`src/rtl/shared_bus_arbiter.sv`:
```
// shared_bus_arbiter
// Three-port round-robin arbiter in front of a single shared RAM port.
// Each access runs IDLE -> ACCESS -> DONE, so at most one access completes
// every three cycles.
//
// Ports
//   iCLK, iRST            clock, synchronous active-high reset
//   iREQn, iWEn           level request and write(1)/read(0) select, CPU port n
//   iADRn, iWDn           address and write data, CPU port n
//   oACKn                 one-cycle completion pulse, CPU port n
//   oRDn                  read-data latch, CPU port n
//   oGNT                  one-hot grant, 000 while IDLE
//   oRAM_ADR/WE/DO        shared RAM address, write enable, write data
//   iRAM_DI               RAM read data, valid one cycle after the address
//   oSTATE                current arbiter state (0 IDLE, 1 ACCESS, 2 DONE)
//
// Handshake: a port's request is a level. It is sampled only in IDLE, and the
// access then runs to completion whatever the request does afterwards. The
// one-cycle oACKn pulse marks completion; during that pulse the port is not
// eligible, so a request still held one cycle later starts a new access.
module shared_bus_arbiter #(
   parameter int AW = 11,
   parameter int DW = 8
) (
   input  logic          iCLK,
   input  logic          iRST,
   input  logic          iREQ0,
   input  logic          iREQ1,
   input  logic          iREQ2,
   input  logic          iWE0,
   input  logic          iWE1,
   input  logic          iWE2,
   input  logic [AW-1:0] iADR0,
   input  logic [AW-1:0] iADR1,
   input  logic [AW-1:0] iADR2,
   input  logic [DW-1:0] iWD0,
   input  logic [DW-1:0] iWD1,
   input  logic [DW-1:0] iWD2,
   output logic          oACK0,
   output logic          oACK1,
   output logic          oACK2,
   output logic [DW-1:0] oRD0,
   output logic [DW-1:0] oRD1,
   output logic [DW-1:0] oRD2,
   output logic [2:0]    oGNT,
   output logic [AW-1:0] oRAM_ADR,
   output logic          oRAM_WE,
   output logic [DW-1:0] oRAM_DO,
   input  logic [DW-1:0] iRAM_DI,
   output logic [1:0]    oSTATE
);

   typedef enum logic [1:0] {
      S_IDLE   = 2'd0,
      S_ACCESS = 2'd1,
      S_DONE   = 2'd2
   } state_t;

   state_t        state_q, state_d;
   logic [1:0]    ptr_q, ptr_d;
   logic [2:0]    gnt_q, gnt_d;
   logic [2:0]    ack_q, ack_d;
   logic          ram_we_q, ram_we_d;
   logic          op_we_q, op_we_d;     // winner's direction, held for DONE
   logic [AW-1:0] ram_adr_q, ram_adr_d;
   logic [DW-1:0] ram_do_q, ram_do_d;
   logic [DW-1:0] rd_q [3];
   logic [DW-1:0] rd_d [3];

   logic [2:0]    req;
   logic [2:0]    elig;
   logic [2:0]    we_in;
   logic [AW-1:0] adr_in [3];
   logic [DW-1:0] wd_in [3];
   logic          win_found;
   logic [1:0]    win_idx;
   logic [2:0]    cand;
   logic [1:0]    gnt_idx;

   assign req       = {iREQ2, iREQ1, iREQ0};
   assign we_in     = {iWE2, iWE1, iWE0};
   assign adr_in[0] = iADR0;
   assign adr_in[1] = iADR1;
   assign adr_in[2] = iADR2;
   assign wd_in[0]  = iWD0;
   assign wd_in[1]  = iWD1;
   assign wd_in[2]  = iWD2;

   // A port whose ack is showing this cycle is masked so a held request
   // is not granted twice back-to-back.
   assign elig = req & ~ack_q;

   // Round-robin search starting at ptr_q, wrapping 2 -> 0.
   always_comb begin
      win_found = 1'b0;
      win_idx   = 2'd0;
      cand      = 3'd0;
      for (int k = 0; k < 3; k++) begin
         cand = {1'b0, ptr_q} + 3'(k);
         if (cand >= 3'd3) cand = cand - 3'd3;
         if (!win_found && elig[cand[1:0]]) begin
            win_found = 1'b1;
            win_idx   = cand[1:0];
         end
      end
   end

   // Index of the port currently holding the grant.
   always_comb begin
      gnt_idx = 2'd0;
      if (gnt_q[1])      gnt_idx = 2'd1;
      else if (gnt_q[2]) gnt_idx = 2'd2;
   end

   always_comb begin
      state_d   = state_q;
      ptr_d     = ptr_q;
      gnt_d     = gnt_q;
      ack_d     = 3'b000;
      ram_we_d  = ram_we_q;
      op_we_d   = op_we_q;
      ram_adr_d = ram_adr_q;
      ram_do_d  = ram_do_q;
      rd_d      = rd_q;
      case (state_q)
         S_IDLE: begin
            gnt_d    = 3'b000;
            ram_we_d = 1'b0;
            if (win_found) begin
               state_d   = S_ACCESS;
               gnt_d     = 3'b001 << win_idx;
               ram_adr_d = adr_in[win_idx];
               ram_do_d  = wd_in[win_idx];
               ram_we_d  = we_in[win_idx];
               op_we_d   = we_in[win_idx];
            end
         end
         S_ACCESS: begin
            // Write strobe lasts exactly the ACCESS cycle.
            state_d  = S_DONE;
            ram_we_d = 1'b0;
         end
         S_DONE: begin
            // iRAM_DI now carries the data for the address set up in ACCESS.
            state_d        = S_IDLE;
            ack_d[gnt_idx] = 1'b1;
            if (!op_we_q) rd_d[gnt_idx] = iRAM_DI;
            ptr_d          = (gnt_idx == 2'd2) ? 2'd0 : gnt_idx + 2'd1;
            gnt_d          = 3'b000;
            ram_we_d       = 1'b0;
         end
         default: begin
            state_d  = S_IDLE;
            gnt_d    = 3'b000;
            ram_we_d = 1'b0;
         end
      endcase
   end

   always_ff @(posedge iCLK) begin
      if (iRST) begin
         state_q   <= S_IDLE;
         ptr_q     <= 2'd0;
         gnt_q     <= 3'b000;
         ack_q     <= 3'b000;
         ram_we_q  <= 1'b0;
         op_we_q   <= 1'b0;
         ram_adr_q <= '0;
         ram_do_q  <= '0;
         rd_q      <= '{default: '0};
      end else begin
         state_q   <= state_d;
         ptr_q     <= ptr_d;
         gnt_q     <= gnt_d;
         ack_q     <= ack_d;
         ram_we_q  <= ram_we_d;
         op_we_q   <= op_we_d;
         ram_adr_q <= ram_adr_d;
         ram_do_q  <= ram_do_d;
         rd_q      <= rd_d;
      end
   end

   assign oACK0    = ack_q[0];
   assign oACK1    = ack_q[1];
   assign oACK2    = ack_q[2];
   assign oRD0     = rd_q[0];
   assign oRD1     = rd_q[1];
   assign oRD2     = rd_q[2];
   assign oGNT     = gnt_q;
   assign oRAM_ADR = ram_adr_q;
   assign oRAM_WE  = ram_we_q;
   assign oRAM_DO  = ram_do_q;
   assign oSTATE   = state_q;

endmodule
```
`config.mk`:
```
export PLATFORM = sky130hd
export DESIGN_NAME = shared_bus_arbiter
export DESIGN_NICKNAME = d
export VERILOG_FILES = /design/src/rtl/shared_bus_arbiter.sv
export SDC_FILE = /design/constraint.sdc
export NUM_CORES = 1
export LEC_CHECK = 0
export ABC_AREA = 1
export ABC_CLOCK_PERIOD_IN_PS = 1900
export CORE_ASPECT_RATIO = 1.4
export CORE_MARGIN = 5
export CORE_UTILIZATION = 32
export CTS_CLUSTER_DIAMETER = 60
export DETAILED_ROUTE_END_ITERATION = 10
export MAX_ROUTING_LAYER = met4
export SLEW_MARGIN = 5
export SYNTH_ARGS = -nofsm -noshare
export SYNTH_HDL_FRONTEND = slang
export SYNTH_SLANG_ARGS = --single-unit
```
`constraint.sdc`:
```
create_clock -name iCLK -period 1.9 [get_ports iCLK]
set_input_delay 0.38 -clock iCLK [delete_from_list [all_inputs] [get_ports iCLK]]
set_output_delay 0.38 -clock iCLK [all_outputs]
set_load 0.01 [all_outputs]
```
==> flow_summary.toml <==
[status]
outcome = "finished clean"

[cells_and_area]
final_cell_mix = "126 x nand2_1, 123 x clkdlybuf4s50_1, 57 x inv_1"
insertedDiodeCount = 0
final_layout_size_suffix_gt1_share_pct = 14.56
layout_commonest_cell = "nand2_1"
layout.nets = 652
final_cell_area_um2 = 4707
syn2layout_area_growth_pct = 67.20

[critical_path]
r2r_slack_ns = 0.10
cp.required_ns = 2.14
critical_path_class = "register to register"
timing.rr.start = "ptr_q[0]"
crit_arrival_ns = 2.04
timing.rr.end = "oRAM_DO[2]"
setup.worst_path.start_class = "register"
crit_fanout = 5
end_kind = "register"
r2r_cells = 11

[global_route]
grt_max_degree = 20
grt_pass1_wl_um = 14870
grtUsageTotal_pct = 17.90
antenna_found_initial = 0
grt-ovfl-total = 0
first_global_vias = 3151

[sta]
clock_skew_ns = 0.004887
post-route-period-util_pct = 94.52
rsz0062_at_grt = "yes"
maxSlewViolCount = 0
setup_viol = 0
worst_pin_slew_ns = 0.2828
fin_ws_ns = 0.1042
fin_crit_ns = 1.796
hold_viol = 0
tns_ns = 0
fmax_ghz = 0.5568
slew-limit-headroom_pct = 81.13

[yosys]
ys_warn_count = 0
yosysTopAreaCellShare_pct = 39.11
ys_ff_latch = 55
ys_seq_area_share_pct = 39.11
synth_area_um2 = 2815
ys_types = 24
yosys.area.top_type = "dfxtp_1"
syn_inst = 430
avgSynthCellArea_um2 = 6.547
synthTopCellsByArea = "dfxtp_1 39%, nand2_1 17%, inv_1 8.3%, nor2_1 7.7%, nand3_1 7.6%"
syn_nets = 506

[cts]
htree_num_levels = 2
clock_path_buffers = 2
cts_buffers = 5
cts_tree = "built"
postCtsHoldBufs = 0
clk_pin_slew_ns = 0.07
clock_sinks = 55
clk_latency_ns = 0.29
clk_root_buffer_cell = "clkbuf_16"

[pwr]
power_density_nw_per_um2 = 814.9
p_sw_mw = 1.131
clockPowerShare_pct = 31.1
p_int_mw = 2.705
pwr-share-comb_pct = 33.4
netSwitchingFraction_pct = 29.48
finalPower_mw = 3.836
p_leak_nw = 2.232
p_seq_share_pct = 35.5
ir_drop_uv = 439.7

[route]
drtIter0Drc = 103
wire_per_inst_um = 14.11
dr.pass1.iters = 4
drc = 0
drtAntennaViolNets = 0
drt-total-wl_um = 9623
avgViaCountPerCell = 4.553
vias = 3105

[place]
place_ws_ns = -0.1713
place.detailed.hpwl_um = 7326
portBuffers = 124
place_area_um2 = 4302
place.gp.congestion = 0.8851

[worst_hold_path]
min_path_type = "register to register"
worst_hold_path.endpoint = "oRD0[0]"
hold_start = "oRD0[0]"
whs_path_depth = 2

[die]
start_util_pct = 32.70
die_w_um = 89.27
io_pins = 125
rows = 40
die_area_um2 = 10800
coreArea_um2 = 8608
die_h_um = 121.0

[run]
drv_cap = 0
-- registers in the layout, summed over array words and instances, names as in the netlist --
signal and count:
oSTATE 2, oRAM_ADR 11, oRD0 8, ptr_q 2
oRAM_WE 1, oRAM_DO 8, oGNT 3, op_we_q 1
ack_q 3, oRD2 8, oRD1 8
-- synthesized netlist by cell type --
library cell / count
dfxtp_1: 55
nor3_2: 1
buf_4: 4
clkbuf_1: 5
nand4_1: 4
buf_6: 4
clkinv_1: 1
nand3_2: 12
o22ai_1: 4
a21oi_4: 1
nand3_1: 43
a21boi_2: 1
o21ai_0: 27
o21ai_1: 1
nor3_1: 1
nand2_2: 5
nand2_1: 130
nand3b_1: 1
nor2_2: 1
nor2_1: 58
inv_1: 62
buf_2: 4
ha_1: 3
inv_2: 2
-- power by group through the flow --
stage | Combinational (mW) | Clock, mW | Sequential [mW]
finish | 1.28 | 1.19 | 1.36
global route | 1.41 | 1.27 | 1.38
CTS | 1.19 | 1.22 | 1.36
detailed placement | 1.18 | 0 | 1.39
global placement | 1.17 | 0 | 1.38
floorplan | 0.505 | 0 | 1.44
-- cell families (layout without fill, tap and decap cells) --
| group | Yosys count | after routing | synth area share [%] |
|---|---|---|---|
| flip-flops | 55 | 55 | 39.11 |
| AND/OR/NAND/NOR | 256 | 256 | 40.00 |
| buffers and inverters | 82 | 229 | 12.71 |
| AO/OA/AOI/OAI | 34 | 34 | 6.844 |
| adder cells (fa/ha/maj) | 3 | 3 | 1.333 |
-- final cells by class --
cell class | count | area [µm²]
inverters | 65 | 251.5
multi-input cells | 293 | 1449
clock buffers | 5 | 125.1
repair buffers | 156 | 1577
fillers | 828 | 3901
flip-flops and latches | 55 | 1106
well taps | 105 | 131.4
clock inverters | 3 | 67.56
-- metal layers --
metal	track usage, %	part of all wire, %	wire [µm]
met1	19.89	40	3858
met2	31.69	52	4969
met3	3.668	6.5	628
met4	5.121	1.7	166
met5	-	0	0
-- how the worst max path moves through the flow --
stage	from	slack, ns	cells after the start	end
after floorplan	ptr_q[0]	0.22	11	op_we_q
after global placement	iREQ2	-0.11	11	oRAM_DO[6]
after detailed placement	iREQ1	-0.17	11	op_we_q
after CTS	ptr_q[0]	0.02	11	op_we_q
after global routing	ptr_q[1]	-0.02	13	oRAM_DO[4]
final	ptr_q[0]	0.10	11	oRAM_DO[2]
-- worst max-delay path, cell delays in order (launching register included) --
cell and delay (ns):
dfxtp_2 0.36, inv_2 0.06, ha_4 0.28, nand2_1 0.06, nor2_2 0.17, a21oi_4 0.06, nand4_1 0.12, nand2_4 0.13
nor2_4 0.15, buf_2 0.19, nand3_1 0.09, nand2_1 0.07
-- metrics by stage --
step	utilization [%]	std cells	hold WS (ns)
3_5_place_dp	49.97	667	0.4925
2_1_floorplan	-	430	0.4696
5_1_grt	54.68	682	0.5411
3_3_place_gp	49.97	667	0.4835
4_1_cts	52.28	675	0.5204
6_report	54.68	682	0.5165
-- what timing repair did --
item / CTS / global route
gates cloned: 0 / 3
setup buffers: 0 / 4
setup endpoints to repair: 20 / 23
resized for setup: 3 / 35
pin swaps: 0 / 10
Power figures use the tool's default switching activity.
==> RTL change (config.mk and constraints unchanged) <==
The parameter `DW` goes from 8 to 6.
--- a/src/rtl/shared_bus_arbiter.sv
+++ b/src/rtl/shared_bus_arbiter.sv
@@ -20,7 +20,7 @@
 // eligible, so a request still held one cycle later starts a new access.
 module shared_bus_arbiter #(
    parameter int AW = 11,
-   parameter int DW = 8
+   parameter int DW = 6
 ) (
    input  logic          iCLK,
    input  logic          iRST,
Interface: changed (8 resized); port bits go from 125 to 109. No check against the original RTL was run, so the function may have changed too.
==> RTL change against the unedited design <==
- area after synthesis fell by 7.2%
- cell area fell by 9.6%
- setup slack got worse by 0.042 ns
- total power fell by 10%
- sequential cell count fell by 8
- routed wire length fell by 14%
- largest cell class is now multi-input gates
==> RTL change: results <==
pwr:
  leakagePower_nw: 1.997
  peakVddDrop_v: 0.0004419
clock_network:
  ctsResizeCount: 10
place:
  place_congestion: 0.9013
  io_buffers: 108
run_status:
  status: "finished, final reports clean"
timing:
  slew_headroom_pct: 66.63
  fin_worst_skew_ns: 0.004001
yosys:
  synth_compound_area_share_pct: 7.133
  ys_top_cells_by_count: "106 x nand2_1, 51 x inv_1, 48 x nor2_1"
  synth_seq_area_share_pct: 36.00
  yosysUniqueCellTypes: 29
  synth_area_leaders: "dfxtp_1 36%, nand2_1 15%, nand3_1 7.7%, inv_1 7.3%, nor2_1 6.9%"
  syn_inst: 380
  synth_fa_ha_area_share_pct: 1.436
grt:
  use_met1_pct: 19.42
  grt_pass1_vias: 2690
  use_met2_pct: 29.16
  grt_util_met3_pct: 1.611
  grt_util_all_layers_pct: 16.40
  grt_pass1_wl_mm: 12.85
critical_path:
  r2r_slack_ns: 0.06
  slowest_delay_ns: 0.33
  cp.arrival_ns: 2.01
  r2r_cells: 13
  crit_end: "oRAM_DO[0]"
  crit-reg2reg-capture: "oRAM_DO[0]"
  path_max_fanout: 7
routing:
  detail_route.wl_per_cell_um: 13.55
  routed_wl_mm: 8.321
finish:
  fin_nets: 579
  drive_gt1_share_pct: 17.77
min_path:
  hp-start: "oGNT[0]"
  hold_end: "oGNT[0]"
RTL change: final cells by class:
| class | count | area [um^2] | area share (%) |
|---|---|---|---|
| Clock buffer | 5 | 125.1 | 2.939 |
| Clock inverter | 3 | 43.79 | 1.029 |
| Inverter | 58 | 232.7 | 5.467 |
| Multi-Input combinational cell | 263 | 1419 | 33.33 |
| Sequential cell | 47 | 943.4 | 22.16 |
| Tap cell | 102 | 127.6 | 2.998 |
| Timing Repair Buffer | 135 | 1356 | 31.86 |
| Timing Repair inverter | 1 | 8.758 | 0.2058 |
RTL change: tightest hold or removal path: stages (launching register included):
cell and delay [ns]:
dfxtp_1 0.32, nand2_1 0.06, o21ai_1 0.05
RTL change: per-stage QoR:
stage | hold WS, ns | setup TNS, ns | instance area (um^2) | setup WS [ns]
after detailed placement | 0.4611 | -4.250 | 3956 | -0.2547
after floorplan | 0.4701 | 0 | 2614 | 0.09752
final | 0.4786 | 0 | 4257 | 0.06191
after global routing | 0.4937 | -0.6240 | 4257 | -0.06058
after global placement | 0.4676 | -3.580 | 3956 | -0.2046
after CTS | 0.4695 | 0 | 4202 | 0.004565
RTL change: layer usage:
| metal | vias to the layer above | wire length, um |
|---|---|---|
| li1 | 1443 | - |
| met1 | 1256 | 3542 |
| met2 | 78 | 4333 |
| met4 | 0 | 118 |
| met3 | 8 | 327 |
| met5 | - | 0 |
RTL change: power by group:
part	internal [mW]	switching (mW)
clock	0.621	0.378
sequential	1.11	0.0739
combinational	0.628	0.626
RTL change: cells by family (layout without fill, tap and decap cells):
kind of cell	count (synthesis)	after routing
buffers and inverters	70	202
AND/OR/NAND/NOR	231	231
AO/OA/AOI/OAI	29	29
flip-flops	47	47
adder cells (fa/ha/maj)	3	3
